[src/rtl/aes_mix_word.sv]
// AES MixColumns / InvMixColumns on one 32-bit column, built from chained xtime.
// Provides a combinational result and an optional registered, valid-qualified copy.
module aes_mix_word #(
  parameter bit REG_OUT = 1'b1
) (
  input  logic        clk_i,
  input  logic        rst_ni,
  input  logic [31:0] w_i,
  input  logic        inv_i,
  input  logic        valid_i,
  output logic [31:0] mixw_o,
  output logic [31:0] mixw_q_o,
  output logic        valid_o
);

  function automatic logic [7:0] xtime(input logic [7:0] x);
    return {x[6:0], 1'b0} ^ (x[7] ? 8'h1b : 8'h00);
  endfunction

  logic [3:0][7:0] a;
  logic [3:0][7:0] m2;
  logic [3:0][7:0] m4;
  logic [3:0][7:0] m8;
  logic [3:0][7:0] b;

  always_comb begin
    a = w_i;
    for (int k = 0; k < 4; k++) begin
      m2[k] = xtime(a[k]);
      m4[k] = xtime(m2[k]);
      m8[k] = xtime(m4[k]);
    end
    b = '0;
    // Row i uses byte i as the diagonal; the other coefficients rotate with it.
    for (int i = 0; i < 4; i++) begin
      logic [1:0] i0, i1, i2, i3;
      i0 = 2'(i);
      i1 = 2'(i + 1);
      i2 = 2'(i + 2);
      i3 = 2'(i + 3);
      if (!inv_i) begin
        b[i0] = m2[i0] ^ (m2[i1] ^ a[i1]) ^ a[i2] ^ a[i3];
      end else begin
        b[i0] = (m8[i0] ^ m4[i0] ^ m2[i0]) ^
                (m8[i1] ^ m2[i1] ^ a[i1]) ^
                (m8[i2] ^ m4[i2] ^ a[i2]) ^
                (m8[i3] ^ a[i3]);
      end
    end
  end

  assign mixw_o = b;

  if (REG_OUT) begin : g_reg
    logic [31:0] mix_q;
    logic        valid_q;

    always_ff @(posedge clk_i) begin
      if (!rst_ni) begin
        mix_q   <= 32'h0;
        valid_q <= 1'b0;
      end else begin
        valid_q <= valid_i;
        if (valid_i) begin
          mix_q <= mixw_o;
        end
      end
    end

    assign mixw_q_o = mix_q;
    assign valid_o  = valid_q;
  end else begin : g_noreg
    assign mixw_q_o = 32'h0;
    assign valid_o  = 1'b0;
  end

endmodule

[config.mk]
export PLATFORM = sky130hd
export DESIGN_NAME = aes_mix_word
export DESIGN_NICKNAME = d
export VERILOG_FILES = /design/src/rtl/aes_mix_word.sv
export SDC_FILE = /design/constraint.sdc
export NUM_CORES = 1
export LEC_CHECK = 0
export BUFFER_PORTS_ARGS = -buffer_cell sky130_fd_sc_hd__buf_2
export CAP_MARGIN = 20
export CORE_AREA = 3 3 89 91
export CTS_CLUSTER_DIAMETER = 60
export DETAILED_ROUTE_END_ITERATION = 10
export DIE_AREA = 0 0 92 94
export GPL_ROUTABILITY_DRIVEN = 0
export PLACE_DENSITY_LB_ADDON = 0.3
export SYNTH_ARGS = -nofsm -noshare
export SYNTH_HDL_FRONTEND = slang
export SYNTH_SLANG_ARGS = --single-unit
[constraint.sdc]
create_clock -name clk_i -period 3.2 [get_ports clk_i]
set_clock_uncertainty 0.05 [all_clocks]
set_input_delay 0.48 -clock clk_i [delete_from_list [all_inputs] [get_ports clk_i]]
set_output_delay 0.48 -clock clk_i [all_outputs]
set_load 0.05 [all_outputs]
==> results.json, run 1 <==
{
  "initial_utilization_pct": 52.9,
  "ys_warn_count": 0,
  "antenna-diode-count": 0,
  "io-pin-count": 101,
  "final_layout_size_suffix_gt1_share_pct": 35.8,
  "timing.critical_path.from_type": "primary input",
  "timing.hold.worst.class": "flop to flop",
  "syn_avg_cell_area_um2": 9.81,
  "finish.net_count": 527,
  "sequential_element_share_of_the_synthesized_area_pct": 17.3,
  "finish.cell_count_without_fillers": 591,
  "grt_remaining_overflow": 0,
  "synth_top_cell_by_area": "xnor2_1",
  "drv.max_cap_violation_count": 0,
  "postSynthRegisterBits": 33,
  "layout_min_cycle_time_ps": 3110,
  "num_rows": 31,
  "floorplan.die.width_um": 92,
  "report.final.setup_viol": 0,
  "number_of_optimization_iterations_in_the_first_detailed_route_pass": 4,
  "multiInputGateArea_um2": 3020,
  "cts_made_buffers": 5,
  "area_growth_syn_to_fin_pct": 22.8,
  "synth_cell_type_count": 34,
  "worst-path-max-fanout": 5,
  "power-per-cell-area_nw_per_um2": 806,
  "cts.repair.resized": 0,
  "cts.sinks": 33,
  "min_period_over_period_pct": 97.3,
  "netlist_instances": 389,
  "placement.io_buffers": 100,
  "worstSetupEndpointType": "output port",
  "placeable_core_area_um2": 7210,
  "post_drt_via_cell_ratio": 5.08,
  "post_cts_hold_fix_bufs": 0,
  "drt-total-wl_um": 9920,
  "finalSetupTns_ps": 0,
  "antenna_found_initial": 0,
  "post_dp_hpwl_um": 8200,
  "final.fill_count": 629,
  "peakVddDrop_uv": 544,
  "grt_pass1_vias": 2931,
  "timing.slew.headroom_pct": 38.8,
  "cts_tree": "done",
  "synth_fp_nets": 425,
  "wire_length_of_the_first_global_routing_pass_um": 15400,
  "hold_ws_ps": 433,
  "worst_slew_pin_slew_ps": 917,
  "synth_top_area_share_pct": 30.8,
  "p_total_mw": 3.78,
  "post_synth_instance_area_um2": 3820,
  "cts.htree.levels": 2,
  "placed_cells_incl_taps": 583,
  "worst_setup_hold_path_clk_slew_ps": 70,
  "drc_violation_count_after_routing": 0,
  "synth.area.top_cells": "xnor2_1, dfxtp_1, xnor3_1",
  "global_route.usage.total_pct": 23.2,
  "avgRoutedWirePerCell_um": 16.8,
  "detailroute.via_count": 3001,
  "grt_max_degree": 37,
  "die_area_um2": 8650,
  "cp.required_ps": 2670,
  "drt_iter0_markers": 84,
  "criticalPathCategory": "primary input to output port",
  "p_leak_nw": 2.30,
  "fp.dieH_um": 94,
  "post-cts-setup-buffer-count": 0,
  "worst-endpoint-arrival_ps": 2580,
  "max-clock-path-buffers": 2,
  "ctsRootBufferMaster": "clkbuf_8",
  "worst_skew_pair.late_latency_ps": 290,
  "final_report_hold_violation_count": 0,
  "register_area_um2": 661,
  "slew_viol_final": 0,
  "rsz_0062_raised_after_global_routing": "no",
  "antenna_violating_nets_post_route": 0,
  "fmax_mhz": 321,
  "result_of_the_run": "completed"
}
through the flow:
step	worst slack (ps)	instance area, um2	utilization [%]
floorplan	31.6	3860	-
global placement	96.2	4560	63.2
detailed placement	36.9	4560	63.2
CTS	33.7	4680	64.8
global route	0.292	4690	64.9
finish	85.3	4690	64.9
registers in the layout (all words and copies together), names as in the netlist:
signal	count
valid_o	1
mixw_q_o	32
synthesized netlist by cell type, drive strengths merged:
cell       n
xnor2    138
dfxtp     33
xor2      32
clkbuf    23
xnor3     23
nor2      19
o211a     16
or2       16
buf       14
nand2     13
o21ai     12
xor3       9
a21oi      8
o21ba      6
inv        4
nor3       4
a211oi     3
mux2i      3
a21o       2
a31oi      2
o21a       2
o2bb2ai    2
or3        2
and2       1
clkinv     1
o31ai      1
worst paths after layout:
path,startpoint,cells after the start,slack [ps],end
worst max-delay path,w_i[13],7,90,mixw_o[12]
worst min-delay path,mixw_q_o[19],2,430,mixw_q_o[19]
worst max register to register,mixw_q_o[5],2,2320,mixw_q_o[5]
worst min register to register,mixw_q_o[19],2,430,mixw_q_o[19]
cell families after synthesis:
group,synth area share [%]
AO/OA/AOI/OAI,11.0
AND/OR/NAND/NOR,6.79
XOR/XNOR,59.2
multiplexers,0.787
flip-flops,17.3
buffers and inverters,4.85
per-layer routing:
| metal | global-route usage (%) | up-vias | wire length (um) |
|---|---|---|---|
| li1 | - | 1457 | - |
| met1 | 29.4 | 1434 | 4360 |
| met2 | 41.1 | 96 | 4880 |
| met3 | 3.93 | 14 | 540 |
| met4 | 5.57 | 0 | 150 |
| met5 | 0 | - | 0 |
cells in the final DEF (no fill, tap or decap):
cell,count
xnor3_1,22
buf_4,32
a21o_1,2
nor3_1,4
clkbuf_4,1
and2_1,1
clkbuf_8,6
clkinv_1,1
nand2_1,13
mux2i_1,3
a21oi_1,5
o21ai_0,12
a21oi_2,3
clkbuf_1,1
a31oi_1,2
o31ai_1,1
xnor2_1,129
o21ba_2,5
inv_1,4
xor3_1,9
xnor2_2,9
or3_1,2
or2_2,16
nor2_1,19
o2bb2ai_1,2
buf_2,99
bufinv_16,1
xor2_2,3
xnor3_2,1
o21a_1,2
o211a_1,16
o21ba_1,1
a211oi_1,3
dfxtp_1,33
xor2_1,29
worst max-delay path, stage by stage:
cell     delay (ps)
buf_2           190
xor3_1          370
xnor3_2         500
xnor3_1         430
a21oi_2         180
xnor2_2         140
buf_2           290
where the power goes:
part           switching, mW  total, mW  internal [mW]
registers             0.0286      0.508          0.480
clock network          0.154      0.408          0.254
logic                   1.84       2.86           1.02
layout make-up:
cell class	instances	share of cell area [%]
multi-input cells	314	64.5
repair buffers	132	15.9
flip-flops and latches	33	14.1
well taps	99	2.64
clock buffers	7	1.84
clock inverters	1	0.641
inverters	5	0.401
Power figures use the tool's default switching activity.
==> run 2: changes to the inputs <==
--- a/config.mk
+++ b/config.mk
@@ -7,12 +7,15 @@
 export LEC_CHECK = 0
 export BUFFER_PORTS_ARGS = -buffer_cell sky130_fd_sc_hd__buf_2
 export CAP_MARGIN = 20
-export CORE_AREA = 3 3 89 91
+export CELL_PAD_IN_SITES_DETAIL_PLACEMENT = 0
+export CELL_PAD_IN_SITES_GLOBAL_PLACEMENT = 2
+export CORE_AREA = 3 3 112 114
 export CTS_CLUSTER_DIAMETER = 60
 export DETAILED_ROUTE_END_ITERATION = 10
-export DIE_AREA = 0 0 92 94
+export DIE_AREA = 0 0 115 117
 export GPL_ROUTABILITY_DRIVEN = 0
 export PLACE_DENSITY_LB_ADDON = 0.3
+export REMOVE_ABC_BUFFERS = 1
 export SYNTH_ARGS = -nofsm -noshare
 export SYNTH_HDL_FRONTEND = slang
 export SYNTH_SLANG_ARGS = --single-unit
==> results.json, run 2 (synthesis gave the netlist of run 1 again) <==
{
  "result_of_the_run": "completed",
  "grt_max_degree": 37,
  "initial_utilization_pct": 33.1,
  "fmax_mhz": 318,
  "post_drt_via_cell_ratio": 4.53,
  "most_common_library_cell_in_the_layout_ignoring_fill_and_taps": "xnor2_1",
  "rsz_0062_raised_after_global_routing": "yes",
  "hold_depth": 2,
  "routed-wl-met2_um": 5050,
  "grt_remaining_overflow": 0,
  "final_report_hold_violation_count": 0,
  "cts_tree": "done",
  "io-pin-count": 101,
  "largest_register_ffs": 32,
  "worstSetupEndpointType": "output port",
  "worstRegToRegCells": 2,
  "cts.sinks": 33,
  "placeable_core_area_um2": 11500,
  "avgRoutedWirePerCell_um": 17.0,
  "cts_made_buffers": 5,
  "number_of_optimization_iterations_in_the_first_detailed_route_pass": 4,
  "post-cts-setup-buffer-count": 0,
  "met1Wirelength_um": 5270,
  "global_route.usage.total_pct": 16.5,
  "placement.io_buffers": 100,
  "wire_length_of_the_first_global_routing_pass_um": 17000,
  "report.final.setup_viol": 0,
  "top_signal_layer_used": "met4",
  "drt_iter0_markers": 123,
  "slew_viol_final": 0,
  "timing.critical_path.from_type": "primary input",
  "worst-endpoint-arrival_ps": 2620,
  "p_total_mw": 3.82,
  "detailroute.wirelength.met3_um": 454,
  "antenna_found_initial": 0,
  "worst-path-max-fanout": 5,
  "cp.required_ps": 2670,
  "num_rows": 39,
  "drt-total-wl_um": 10800,
  "power-per-cell-area_nw_per_um2": 804,
  "finalSetupTns_ps": 0,
  "fin_area_um2": 4750,
  "area_growth_syn_to_fin_pct": 24.5,
  "timing.hold.worst.class": "flop to flop",
  "max-clock-path-buffers": 2,
  "peakVddDrop_uv": 446,
  "grt_pass1_vias": 2997,
  "p_leak_nw": 2.31,
  "final_layout_size_suffix_gt1_share_pct": 35.4,
  "die_area_um2": 13500,
  "min_period_over_period_pct": 98.3,
  "worst_setup_hold_path_clk_slew_ps": 50,
  "worst_skew_pair.late_latency_ps": 280,
  "drv.max_cap_violation_count": 0,
  "cts.htree.levels": 2,
  "ctsRootBufferMaster": "clkbuf_16",
  "layout_min_cycle_time_ps": 3150,
  "finish.net_count": 529,
  "floorplan.die.width_um": 115,
  "post_dp_hpwl_um": 8940,
  "fp.dieH_um": 117,
  "post_cts_hold_fix_bufs": 0,
  "antenna_violating_nets_post_route": 0,
  "detailroute.via_count": 2888,
  "worst_slew_pin_slew_ps": 647,
  "timing.slew.headroom_pct": 56.9,
  "drc_violation_count_after_routing": 0,
  "most_frequent_cells_in_the_layout": "xnor2_1, buf_2, buf_4",
  "antenna-diode-count": 0,
  "postPlaceCellArea_um2": 4580,
  "criticalPathCategory": "primary input to output port"
}
==> run 2: cell count changes in the layout (fill, tap and decap cells not counted), sizes merged <==
cell / change
buf: +2
bufinv: -1
clkbuf: -1
clkinv: +2
==> run 2: metal layers <==
metal / track usage [%] / vias up
met1: 23.4 / 1352
met2: 27.1 / 67
met5: 0 / -
li1: - / 1462
met4: 2.58 / 0
met3: 2.93 / 7
==> run 2: timing repair <==
item	in CTS	in global routing
setup endpoints to repair	2	7
gates resized for setup	2	7
endpoints found under the hold margin	0	0
pin swaps	0	1
==> run 2: path summary, 6_finish.rpt <==
path,from,endpoint,slack (ps)
min reg2reg,mixw_q_o[24],mixw_q_o[24],430
min,mixw_q_o[24],mixw_q_o[24],430
max,w_i[22],mixw_o[28],50
max reg2reg,mixw_q_o[23],mixw_q_o[23],2350
==> run 2: report_power, final <==
group	switching, mW	leakage, nW	internal, mW
logic	1.83	1.96	1.02
clock network	0.180	0.0706	0.286
registers	0.0259	0.274	0.480
total	2.04	2.31	1.78
==> run 2: critical path, stage by stage <==
cell and delay (ps):
clkbuf_4 180, xnor3_2 470, xnor3_2 480, xnor3_1 410, mux2i_1 170, xnor2_1 160
inv_1 50, buf_2 210
==> run 2: metrics by stage <==
stage	setup WS [ps]	cells	util, %	hold WS (ps)
after detailed placement	-4.20	629	39.8	422
final	53.7	637	41.3	426
after global placement	52.6	629	39.8	422
after global routing	-39.3	637	41.3	489
after floorplan	-59.9	352	-	519
after CTS	17.1	637	41.1	429
==> run 2: layout make-up <==
| type | instances | area [um2] |
|---|---|---|
| Clock buffer | 6 | 129 |
| Clock inverter | 2 | 10.0 |
| Fill cell | 1179 | 6770 |
| Inverter | 5 | 18.8 |
| Multi-Input combinational cell | 314 | 2990 |
| Sequential cell | 33 | 661 |
| Tap cell | 143 | 179 |
| Timing Repair Buffer | 134 | 766 |
==> run 3: changes to the inputs <==
--- a/config.mk
+++ b/config.mk
@@ -5,17 +5,19 @@
 export SDC_FILE = /design/constraint.sdc
 export NUM_CORES = 1
 export LEC_CHECK = 0
+export ABC_AREA = 1
 export BUFFER_PORTS_ARGS = -buffer_cell sky130_fd_sc_hd__buf_2
 export CAP_MARGIN = 20
 export CELL_PAD_IN_SITES_DETAIL_PLACEMENT = 0
 export CELL_PAD_IN_SITES_GLOBAL_PLACEMENT = 2
-export CORE_AREA = 3 3 112 114
+export CORE_AREA = 3 3 150 152
 export CTS_CLUSTER_DIAMETER = 60
 export DETAILED_ROUTE_END_ITERATION = 10
-export DIE_AREA = 0 0 115 117
+export DIE_AREA = 0 0 153 155
 export GPL_ROUTABILITY_DRIVEN = 0
 export PLACE_DENSITY_LB_ADDON = 0.3
 export REMOVE_ABC_BUFFERS = 1
+export SETUP_SLACK_MARGIN = 0.3
 export SYNTH_ARGS = -nofsm -noshare
 export SYNTH_HDL_FRONTEND = slang
 export SYNTH_SLANG_ARGS = --single-unit
==> results.json, run 3 <==
{
  "sequential_element_share_of_the_synthesized_area_pct": 10.1,
  "worst-path-max-fanout": 6,
  "power.sequential.fraction_pct": 13.9,
  "fin_area_um2": 7770,
  "internal_power_mw": 1.51,
  "fmax_mhz": 358,
  "synth.area.top_cells": "nand2_1, xor2_1, dfxtp_1",
  "criticalPathCategory": "primary input to output port",
  "postSynthRegisterBits": 33,
  "cts.sinks": 33,
  "placement.io_buffers": 100,
  "synth_cell_type_count": 34,
  "switching_power_mw": 1.89,
  "power-per-cell-area_nw_per_um2": 438,
  "worst_skew_pair.late_latency_ps": 290,
  "ctsRootBufferMaster": "clkbuf_16",
  "sw_frac_of_total_pct": 55.5,
  "antenna-diode-count": 0,
  "cts_tree": "done",
  "finalSetupTns_ps": 0,
  "share_comb_of_total_power_pct": 71.0,
  "grt_remaining_overflow": 0,
  "slew_viol_final": 0,
  "timing.critical_path.from_type": "primary input",
  "detailroute.via_count": 6810,
  "avgRoutedWirePerCell_um": 16.8,
  "layout_min_cycle_time_ps": 2790,
  "final_layout_size_suffix_gt1_share_pct": 20.8,
  "most_common_library_cell_in_the_layout_ignoring_fill_and_taps": "nand2_1",
  "antenna_violating_nets_post_route": 0,
  "worstSetupEndpointType": "output port",
  "placeable_core_area_um2": 21200,
  "synth_common_cells": "nand2_1, xor2_1, inv_1",
  "post_dp_hpwl_um": 20400,
  "worst-endpoint-arrival_ps": 2260,
  "antenna_found_initial": 0,
  "number_of_optimization_iterations_in_the_first_detailed_route_pass": 5,
  "rsz_0062_raised_after_global_routing": "yes",
  "die_area_um2": 23700,
  "finish.net_count": 1257,
  "worst_setup_hold_path_clk_slew_ps": 60,
  "clockPowerShare_pct": 15.1,
  "drt_iter0_markers": 421,
  "synth_top_cell_by_area": "nand2_1",
  "p_leak_nw": 4.38,
  "post_synth_instance_area_um2": 6560,
  "postSynth.asyncResetShare_pct": 0,
  "global_route.usage.total_pct": 20.8,
  "result_of_the_run": "completed",
  "ys_warn_count": 0,
  "cts.htree.levels": 2,
  "drc_violation_count_after_routing": 0,
  "peakVddDrop_uv": 176,
  "max-clock-path-buffers": 2,
  "post_drt_via_cell_ratio": 4.55,
  "timing.hold.worst.class": "primary input to flop",
  "synth-main-ff-cell": "dfxtp_1",
  "number_of_enable_type_register_cells_in_the_synthesized_netlist": 0,
  "drv.max_cap_violation_count": 0,
  "netlist_instances": 1118,
  "cts_made_buffers": 5,
  "postPlaceCellArea_um2": 7360,
  "grt_max_degree": 56,
  "cp.required_ps": 2670,
  "syn_avg_cell_area_um2": 5.86,
  "io-pin-count": 101,
  "initial_utilization_pct": 31.0,
  "wire_length_of_the_first_global_routing_pass_um": 37900,
  "min_period_over_period_pct": 87.2,
  "num_rows": 53,
  "post_cts_hold_fix_bufs": 0,
  "final_report_hold_violation_count": 0,
  "synth_top_area_share_pct": 23.2,
  "most_common_cell_in_the_netlist": "nand2_1",
  "worst_slew_pin_slew_ps": 707,
  "most_frequent_cells_in_the_layout": "nand2_1, xor2_1, inv_1",
  "area_growth_syn_to_fin_pct": 18.6,
  "fp.dieH_um": 155,
  "grt_pass1_vias": 6220,
  "drt-total-wl_um": 25200,
  "timing.slew.headroom_pct": 52.8,
  "report.final.setup_viol": 0,
  "largest_register_ffs": 32,
  "floorplan.die.width_um": 153
}
[run 3: changes by cell type after synthesis, sizes merged, moves of 64 or more]
cell,previous run,this run
nand2,13,444
inv,4,131
xnor2,138,68
nor2,19,83
nand3,0,103
xor2,32,135
[run 3: per-layer routing]
metal  up-vias  track usage, %  share of wire [%]
met4         0            3.99                1.4
met3        22            2.89                5.3
met5         -               0                  0
met2       189            33.5                 45
li1       3571               -                  -
met1      3028            29.8                 48
[run 3: final timing paths]
check | start | endpoint | slack [ps] | depth (start not counted)
hold reg to reg | mixw_q_o[28] | mixw_q_o[28] | 470 | 2
setup / recovery | w_i[7] | mixw_o[17] | 410 | 12
setup reg to reg | mixw_q_o[2] | mixw_q_o[2] | 2470 | 4
hold / removal | rst_ni | valid_o | 350 | 3
[run 3: cell families after synthesis]
logic type      synth area share (%)
xor+xnor                        30.6
simple gates                    42.7
compound gates                  4.35
buf+inv                         12.3
flops                           10.1
[run 3: power groups by stage]
| stage | Sequential (mW) | Combinational (mW) | Clock, mW |
|---|---|---|---|
| floorplan | 0.642 | 1.55 | 0 |
| global placement | 0.483 | 2.34 | 0 |
| detailed placement | 0.484 | 2.33 | 0 |
| CTS | 0.475 | 2.36 | 0.543 |
| global route | 0.480 | 2.64 | 0.555 |
| finish | 0.475 | 2.42 | 0.513 |
[run 3: critical path, stage by stage]
cell      delay (ps)
buf_2            170
buf_4            170
buf_4            160
xnor2_2          180
xor2_1           160
buf_4            140
xor2_1           160
nand2_1           80
nand3_1           90
nand3_1          100
nand2_1          120
clkbuf_4         240
[run 3: area by class of cell]
class / count / area (um2)
tap: 275 / 344
inverter: 131 / 527
fill: 2379 / 13400
sequential: 33 / 661
multi-input combinational: 910 / 5220
timing repair buffer: 140 / 885
clock buffer: 7 / 143
[run 3: through the flow]
stage	hold slack [ps]	power, mW	util [%]	worst slack, ps	cells
floorplan	523	2.20	-	602	1074
global placement	470	2.82	34.8	148	1482
detailed placement	474	2.82	34.8	132	1482
CTS	340	3.37	35.6	264	1492
global route	382	3.68	36.7	251	1496
finish	354	3.41	36.7	409	1496
[run 3: what timing repair did]
item | CTS | global route
setup endpoints to repair | 12 | 22
resized for setup | 6 | 55
pin swaps | 1 | 4
buffers inserted | 3 | 4
